==> config.mk <==
export PLATFORM = sky130hd
export DESIGN_NAME = console_key_injector
export DESIGN_NICKNAME = d
export VERILOG_FILES = /design/src/rtl/console_key_injector_pkg.sv /design/src/rtl/console_key_injector_inject_fifo_mem.sv /design/src/rtl/console_key_injector.sv
export SDC_FILE = /design/constraint.sdc
export NUM_CORES = 1
export LEC_CHECK = 0
export BUFFER_PORTS_ARGS = -buffer_cell sky130_fd_sc_hd__buf_2
export CAP_MARGIN = 20
export CORE_MARGIN = 3
export CORE_UTILIZATION = 35
export CTS_BUF_LIST = sky130_fd_sc_hd__clkbuf_4 sky130_fd_sc_hd__clkbuf_8
export DETAILED_ROUTE_END_ITERATION = 10
export GPL_TIMING_DRIVEN = 0
export SYNTH_ARGS = -nofsm -noshare
export SYNTH_HDL_FRONTEND = slang
export SYNTH_HIERARCHICAL = 1
export SYNTH_SLANG_ARGS = --single-unit
==> constraint.sdc <==
create_clock -name clk -period 7.9 [get_ports clk]
set_input_delay 1.185 -clock clk [delete_from_list [all_inputs] [get_ports clk]]
set_output_delay 1.185 -clock clk [all_outputs]
set_load 0.005 [all_outputs]
==> src/rtl/console_key_injector_pkg.sv <==
// Shared definitions for the console key injector: drain FSM states and
// the line-ending characters a loader typically uses to commit a line.
package console_key_injector_pkg;

  typedef enum logic [2:0] {
    ST_IDLE     = 3'd0,
    ST_WAIT_RDY = 3'd1,
    ST_PULSE    = 3'd2,
    ST_WAIT_ACK = 3'd3,
    ST_GAP      = 3'd4
  } cki_state_e;

  localparam logic [7:0] ASCII_LF = 8'h0a;
  localparam logic [7:0] ASCII_CR = 8'h0d;

endpackage

==> src/rtl/console_key_injector_inject_fifo_mem.sv <==
// Character storage for the key injector: a plain register array with one
// synchronous write port and one asynchronous read port. Pointer handling
// lives in the parent so this block stays a pure memory.
module inject_fifo_mem
  import console_key_injector_pkg::*;
#(
  parameter int DATA_W = 8,
  parameter int DEPTH  = 16,
  localparam int ADDR_W = $clog2(DEPTH)
) (
  input  logic              clk,
  input  logic              wr_en,
  input  logic [ADDR_W-1:0] wr_addr,
  input  logic [DATA_W-1:0] wr_data,
  input  logic [ADDR_W-1:0] rd_addr,
  output logic [DATA_W-1:0] rd_data
);

  logic [DATA_W-1:0] mem_q [DEPTH];

  // Store the loader character at the write address when accepted.
  always_ff @(posedge clk) begin
    if (wr_en) begin
      mem_q[wr_addr] <= wr_data;
    end
  end

  assign rd_data = mem_q[rd_addr];

endmodule

==> src/rtl/console_key_injector.sv <==
// Console key injector: buffers loader characters in a line-committed FIFO
// and, once the machine timer passes the boot threshold, feeds committed
// characters one at a time into the console receive path.
module console_key_injector
  import console_key_injector_pkg::*;
#(
  parameter int DATA_W      = 8,
  parameter int DEPTH       = 16,
  parameter int POLL_PERIOD = 50000,
  parameter int GAP_CYCLES  = 4,
  parameter int ACK_TIMEOUT = 1024
) (
  input  logic                     clk,
  input  logic                     rst_x,
  input  logic [63:0]              w_mtime,
  input  logic [63:0]              min_time,
  input  logic                     r_consf_en,
  input  logic                     load_valid,
  input  logic [DATA_W-1:0]        load_data,
  input  logic                     load_last,
  input  logic                     load_abort,
  output logic                     load_ready,
  output logic                     we,
  output logic [DATA_W-1:0]        key,
  output logic                     boot_done,
  output logic [$clog2(DEPTH):0]   level,
  output logic                     overflow,
  output logic                     ack_timeout
);

  localparam int ADDR_W = $clog2(DEPTH);
  localparam int PTR_W  = ADDR_W + 1;
  localparam int POLL_W = (POLL_PERIOD > 1) ? $clog2(POLL_PERIOD) : 1;
  localparam int ACK_W  = (ACK_TIMEOUT > 1) ? $clog2(ACK_TIMEOUT) : 1;
  localparam int GAP_W  = (GAP_CYCLES > 0) ? $clog2(GAP_CYCLES + 1) : 1;

  localparam logic [PTR_W-1:0]  DEPTH_P   = PTR_W'(DEPTH);
  localparam logic [POLL_W-1:0] POLL_LAST = POLL_W'(POLL_PERIOD - 1);
  localparam logic [ACK_W-1:0]  ACK_LAST  = ACK_W'(ACK_TIMEOUT - 1);
  localparam logic [GAP_W-1:0]  GAP_LAST  = GAP_W'(GAP_CYCLES);

  logic [PTR_W-1:0]  wr_ptr_q, wr_ptr_d;
  logic [PTR_W-1:0]  cm_ptr_q, cm_ptr_d;
  logic [PTR_W-1:0]  rd_ptr_q, rd_ptr_d;
  logic              overflow_q, overflow_d;
  logic              boot_done_q, boot_done_d;
  logic [POLL_W-1:0] poll_cnt_q, poll_cnt_d;
  cki_state_e        state_q, state_d;
  logic              we_q, we_d;
  logic [DATA_W-1:0] key_q, key_d;
  logic [ACK_W-1:0]  ack_cnt_q, ack_cnt_d;
  logic [GAP_W-1:0]  gap_cnt_q, gap_cnt_d;
  logic              ack_timeout_q, ack_timeout_d;

  logic [PTR_W-1:0]  level_w;
  logic              full;
  logic              avail;
  logic              tick;
  logic              mem_wr_en;
  logic [DATA_W-1:0] rd_data;

  assign level_w = wr_ptr_q - rd_ptr_q;
  assign full    = (level_w == DEPTH_P);
  assign avail   = (rd_ptr_q != cm_ptr_q);
  assign tick    = (poll_cnt_q == '0);

  inject_fifo_mem #(
    .DATA_W (DATA_W),
    .DEPTH  (DEPTH)
  ) u_mem (
    .clk     (clk),
    .wr_en   (mem_wr_en),
    .wr_addr (wr_ptr_q[ADDR_W-1:0]),
    .wr_data (load_data),
    .rd_addr (rd_ptr_q[ADDR_W-1:0]),
    .rd_data (rd_data)
  );

  // Loader side: abort rolls back to the last commit and wins over a write.
  always_comb begin
    wr_ptr_d   = wr_ptr_q;
    cm_ptr_d   = cm_ptr_q;
    overflow_d = overflow_q;
    mem_wr_en  = 1'b0;
    if (load_abort) begin
      wr_ptr_d = cm_ptr_q;
    end else if (load_valid) begin
      if (full) begin
        overflow_d = 1'b1;
      end else begin
        mem_wr_en = 1'b1;
        wr_ptr_d  = wr_ptr_q + PTR_W'(1);
        if (load_last) begin
          cm_ptr_d = wr_ptr_q + PTR_W'(1);
        end
      end
    end
  end

  // Sticky boot gate and free-running poll counter.
  always_comb begin
    boot_done_d = boot_done_q | (w_mtime >= min_time);
    poll_cnt_d  = (poll_cnt_q == POLL_LAST) ? '0 : poll_cnt_q + POLL_W'(1);
  end

  // Drain sequencing: wait for console ready, strobe, wait for ack, gap.
  always_comb begin
    state_d       = state_q;
    we_d          = 1'b0;
    key_d         = key_q;
    rd_ptr_d      = rd_ptr_q;
    ack_cnt_d     = ack_cnt_q;
    gap_cnt_d     = gap_cnt_q;
    ack_timeout_d = ack_timeout_q;
    case (state_q)
      ST_IDLE: begin
        if (tick && boot_done_q && avail) begin
          state_d = ST_WAIT_RDY;
        end
      end
      ST_WAIT_RDY: begin
        if (!r_consf_en) begin
          state_d  = ST_PULSE;
          we_d     = 1'b1;
          key_d    = rd_data;
          rd_ptr_d = rd_ptr_q + PTR_W'(1);
        end
      end
      ST_PULSE: begin
        ack_cnt_d = '0;
        state_d   = ST_WAIT_ACK;
      end
      ST_WAIT_ACK: begin
        if (r_consf_en) begin
          state_d   = ST_GAP;
          gap_cnt_d = '0;
        end else if (ack_cnt_q == ACK_LAST) begin
          ack_timeout_d = 1'b1;
          state_d       = ST_GAP;
          gap_cnt_d     = '0;
        end else begin
          ack_cnt_d = ack_cnt_q + ACK_W'(1);
        end
      end
      ST_GAP: begin
        if (gap_cnt_q == GAP_LAST) begin
          state_d = avail ? ST_WAIT_RDY : ST_IDLE;
        end else begin
          gap_cnt_d = gap_cnt_q + GAP_W'(1);
        end
      end
      default: begin
        state_d = ST_IDLE;
      end
    endcase
  end

  // Loader pointers, sticky flags and poll counter.
  always_ff @(posedge clk or negedge rst_x) begin
    if (!rst_x) begin
      wr_ptr_q    <= '0;
      cm_ptr_q    <= '0;
      overflow_q  <= 1'b0;
      boot_done_q <= 1'b0;
      poll_cnt_q  <= '0;
    end else begin
      wr_ptr_q    <= wr_ptr_d;
      cm_ptr_q    <= cm_ptr_d;
      overflow_q  <= overflow_d;
      boot_done_q <= boot_done_d;
      poll_cnt_q  <= poll_cnt_d;
    end
  end

  // Drain FSM state, read pointer and registered console outputs.
  always_ff @(posedge clk or negedge rst_x) begin
    if (!rst_x) begin
      state_q       <= ST_IDLE;
      we_q          <= 1'b0;
      key_q         <= '0;
      rd_ptr_q      <= '0;
      ack_cnt_q     <= '0;
      gap_cnt_q     <= '0;
      ack_timeout_q <= 1'b0;
    end else begin
      state_q       <= state_d;
      we_q          <= we_d;
      key_q         <= key_d;
      rd_ptr_q      <= rd_ptr_d;
      ack_cnt_q     <= ack_cnt_d;
      gap_cnt_q     <= gap_cnt_d;
      ack_timeout_q <= ack_timeout_d;
    end
  end

  assign load_ready  = !full;
  assign we          = we_q;
  assign key         = key_q;
  assign boot_done   = boot_done_q;
  assign level       = level_w;
  assign overflow    = overflow_q;
  assign ack_timeout = ack_timeout_q;

endmodule
==> flow_metrics.py <==
metrics = {
    "sta": {
        "fin_skew_ps": 12.1,
        "final.setup.tns_ps": 0,
        "slew_headroom": 0.442,
        "period_minus_slack_ps": 4250,
        "min_period_over_period": 0.538,
        "hold_slack_ps": 458,
        "max_freq_mhz": 235,
        "setup_viol": 0,
        "grt_setup_unrepaired": "false",
        "hold_violations": 0,
        "slew_viol_final": 0,
        "worst_pin_slew_ps": 835,
    },
    "cts": {
        "ctsResizeCount": 0,
        "cts_sinks": 187,
        "path_clk_slew_ps": 90,
        "clk_latency_ps": 450,
        "cts_buffer_depth": 2,
        "cts_hold_buffers": 0,
        "cts_root_buf": "clkbuf_8",
        "post_cts_buffers": 0,
        "tritoncts": "yes",
        "cts_buffers": 17,
        "htree_levels": 4,
    },
    "place": {
        "gp_congestion": 0.829,
        "port_buffers": 159,
        "dp_hpwl_mm": 16.8,
    },
    "drt": {
        "dr_wl_met3_mm": 1.30,
        "drt_iter0_drc": 285,
        "ant_nets": 0,
        "highest_layer": "met4",
        "wl_per_cell_um": 16.7,
        "wl_met1_mm": 9.34,
        "drcViolationCount": 0,
        "finalWirelength_mm": 21.9,
        "viasPerCell": 4.95,
        "drt_pass1_iterations": 4,
        "wl_met2_mm": 11.0,
        "vias": 6510,
    },
    "synthesis": {
        "syn-num-nets": 967,
        "ys.flop_type": "edfxtp_1",
        "ys_ff_latch": 187,
        "synth.avg_cell_area_um2": 13.0,
        "yosysWarnings": 6,
        "netlist_area_mm2": 0.00972,
        "synthArstFlopShare": 0.316,
        "synth_cells": 749,
        "yosysUniqueCellTypes": 61,
        "synth-edff-count": 128,
        "synth_seq_area_share": 0.548,
    },
    "power_and_ir_drop": {
        "combPwrFrac": 0.373,
        "powerDensity_mw_per_mm2": 265,
        "cellInternalPower_uw": 1940,
        "irDropWorstVdd_v": 0.000118,
        "pwr-share-clk": 0.204,
        "p_sw_frac": 0.359,
        "leakagePower_uw": 0.00487,
        "seqPwrFrac": 0.423,
        "power.switching_uw": 1080,
    },
    "global_routing": {
        "grt_antenna_before_repair": 0,
        "track_usage": 0.148,
        "grt_max_degree": 60,
        "grt_overflow": 0,
        "grt_pass1_vias": 6513,
        "grt_pass1_wl_mm": 35.0,
    },
    "cells_and_area": {
        "diodes": 0,
        "drive_gt1_frac": 0.268,
        "post-route-util": 0.420,
        "area_delta_synth_final_pct": 17.2,
        "fillers": 2501,
        "seqCellArea_mm2": 0.00532,
        "multiInputGateArea_mm2": 0.00395,
        "finalNetCount": 1149,
    },
    "worst_setup_path": {
        "arrival_ps": 4410,
        "crit_fanout": 10,
        "worstPathRequired_ps": 8060,
        "end_kind": "flip-flop",
        "worstSetupPathType": "reg2reg",
        "setup.worst_path.start_class": "flip-flop",
    },
    "floorplan": {
        "start_util": 0.358,
        "dieArea_mm2": 0.0298,
        "io-pin-count": 160,
        "dieHeight_um": 173,
        "fp-row-count": 60,
        "core_area_mm2": 0.0271,
        "fp.dieW_um": 173,
    },
    "run_status": {
        "status": "completed",
    },
    "worst_hold_path": {
        "hp-class": "reg2reg",
    },
    "run": {
        "cap_violations": 0,
    },
}
-- state kept, by name (all words and copies together) (netlist names) --
name / count
ack_cnt_q: 10
ack_timeout: 1
boot_done: 1
cm_ptr_q: 5
gap_cnt_q: 3
key: 8
overflow: 1
poll_cnt_q: 16
rd_ptr_q: 5
state_q: 3
u_mem/mem_q: 128
we: 1
wr_ptr_q: 5
-- critical path, cell delays in order, from the launching register on --
cell      delay (ps)
dfrtp_1          610
inv_1            170
ha_1             260
fa_1             410
nor2b_1          120
o21ai_0           70
nand2b_1         130
xor2_2           340
nor2_1           150
nor3_1           380
or3b_2           550
nor3_1           480
buf_2            290
-- kinds of logic after synthesis --
family,synth area share
xor gates and xnor gates,0.0349
muxes,0.0980
adders and majority gates,0.0986
and+or+nand+nor,0.102
DFF,0.548
buffers and inverters,0.0456
AOI/OAI and AO/OA,0.0734
-- final timing paths --
kind | endpoint | start | cells past startpoint | slack, ps
max | u_mem/mem_q[0][2]$_DFFE_PP_ | wr_ptr_q[0]$_DFFE_PN0P_ | 12 | 3650
min | overflow$_DFFE_PN0P_ | overflow$_DFFE_PN0P_ | 1 | 460
max reg2reg | u_mem/mem_q[0][2]$_DFFE_PP_ | wr_ptr_q[0]$_DFFE_PN0P_ | 12 | 3650
min reg2reg | overflow$_DFFE_PN0P_ | overflow$_DFFE_PN0P_ | 1 | 460
max in group asynchronous | wr_ptr_q[1]$_DFFE_PN0P_ | rst_x | 1 | 6600
min in group asynchronous | ack_cnt_q[8]$_DFFE_PN0P_ | rst_x | 1 | 790
-- cell usage after synthesis (4+ instances only) --
master	instances	area share
a21o_1	10	0.0077
a21oi_1	29	0.015
a22oi_1	18	0.014
and2_1	4	0.0026
buf_2	6	0.0031
dfrtp_1	59	0.15
edfxtp_1	128	0.40
ha_1	75	0.097
inv_1	86	0.033
mux2_2	15	0.017
mux4_1	14	0.038
mux4_2	18	0.042
nand2_1	39	0.015
nand2b_1	8	0.0052
nand3_1	25	0.013
nand4_1	24	0.015
nor2_1	47	0.018
nor2b_1	9	0.0058
nor3_1	14	0.0072
nor4_1	7	0.0045
o211ai_1	4	0.0031
o21ai_0	16	0.0082
xnor2_1	17	0.015
xor2_1	18	0.016
-- cell type report --
type | count | area share
Multi-Input combinational cell | 459 | 0.347
Tap cell | 372 | 0.0409
Inverter | 87 | 0.0287
Clock inverter | 12 | 0.0112
Timing Repair Buffer | 163 | 0.0725
Clock buffer | 20 | 0.0225
Sequential cell | 187 | 0.467
Buffer | 16 | 0.0102
-- metal layers --
layer | vias up | global-route usage
met5 | - | 0
met4 | 0 | 0.0382
met3 | 18 | 0.0338
met2 | 208 | 0.258
met1 | 3134 | 0.188
li1 | 3150 | -
-- per-stage QoR --
step                      cells  worst slack (ps)  total power (uW)  area [um2]
final                      1316              3650              3020       11400
after global routing       1316              3350              3220       11400
after CTS                  1316              3650              3070       11400
after detailed placement   1284              3690              2440       11000
after global placement     1280              3440              2420       11000
after floorplan             749              4310              2030        9720
-- cells in the final DEF (no fill, tap or decap), types with 6 or more instances in the layout --
cell type	synthesis	routed
buf_2	6	165
edfxtp_1	128	128
inv_1	86	86
ha_1	75	75
dfrtp_1	59	59
nor2_1	47	47
nand2_1	39	39
a21oi_1	29	29
nand3_1	25	25
nand4_1	24	24
xor2_1	18	18
a22oi_1	18	18
mux4_2	18	18
xnor2_1	17	17
clkbuf_8	0	17
o21ai_0	16	16
mux2_2	15	15
nor3_1	14	14
mux4_1	14	14
a21o_1	10	10
nor2b_1	9	9
nand2b_1	8	8
nor4_1	7	7
buf_4	2	6
-- power by group through the flow --
stage          combinational (uW)  clock (uW)  sequential [uW]
2_1_floorplan                 761           0             1260
3_3_place_gp                 1130           0             1300
3_5_place_dp                 1140           0             1300
4_1_cts                      1150         642             1280
5_1_grt                      1240         681             1300
6_report                     1130         618             1280
(Power assumes the default switching activity.)
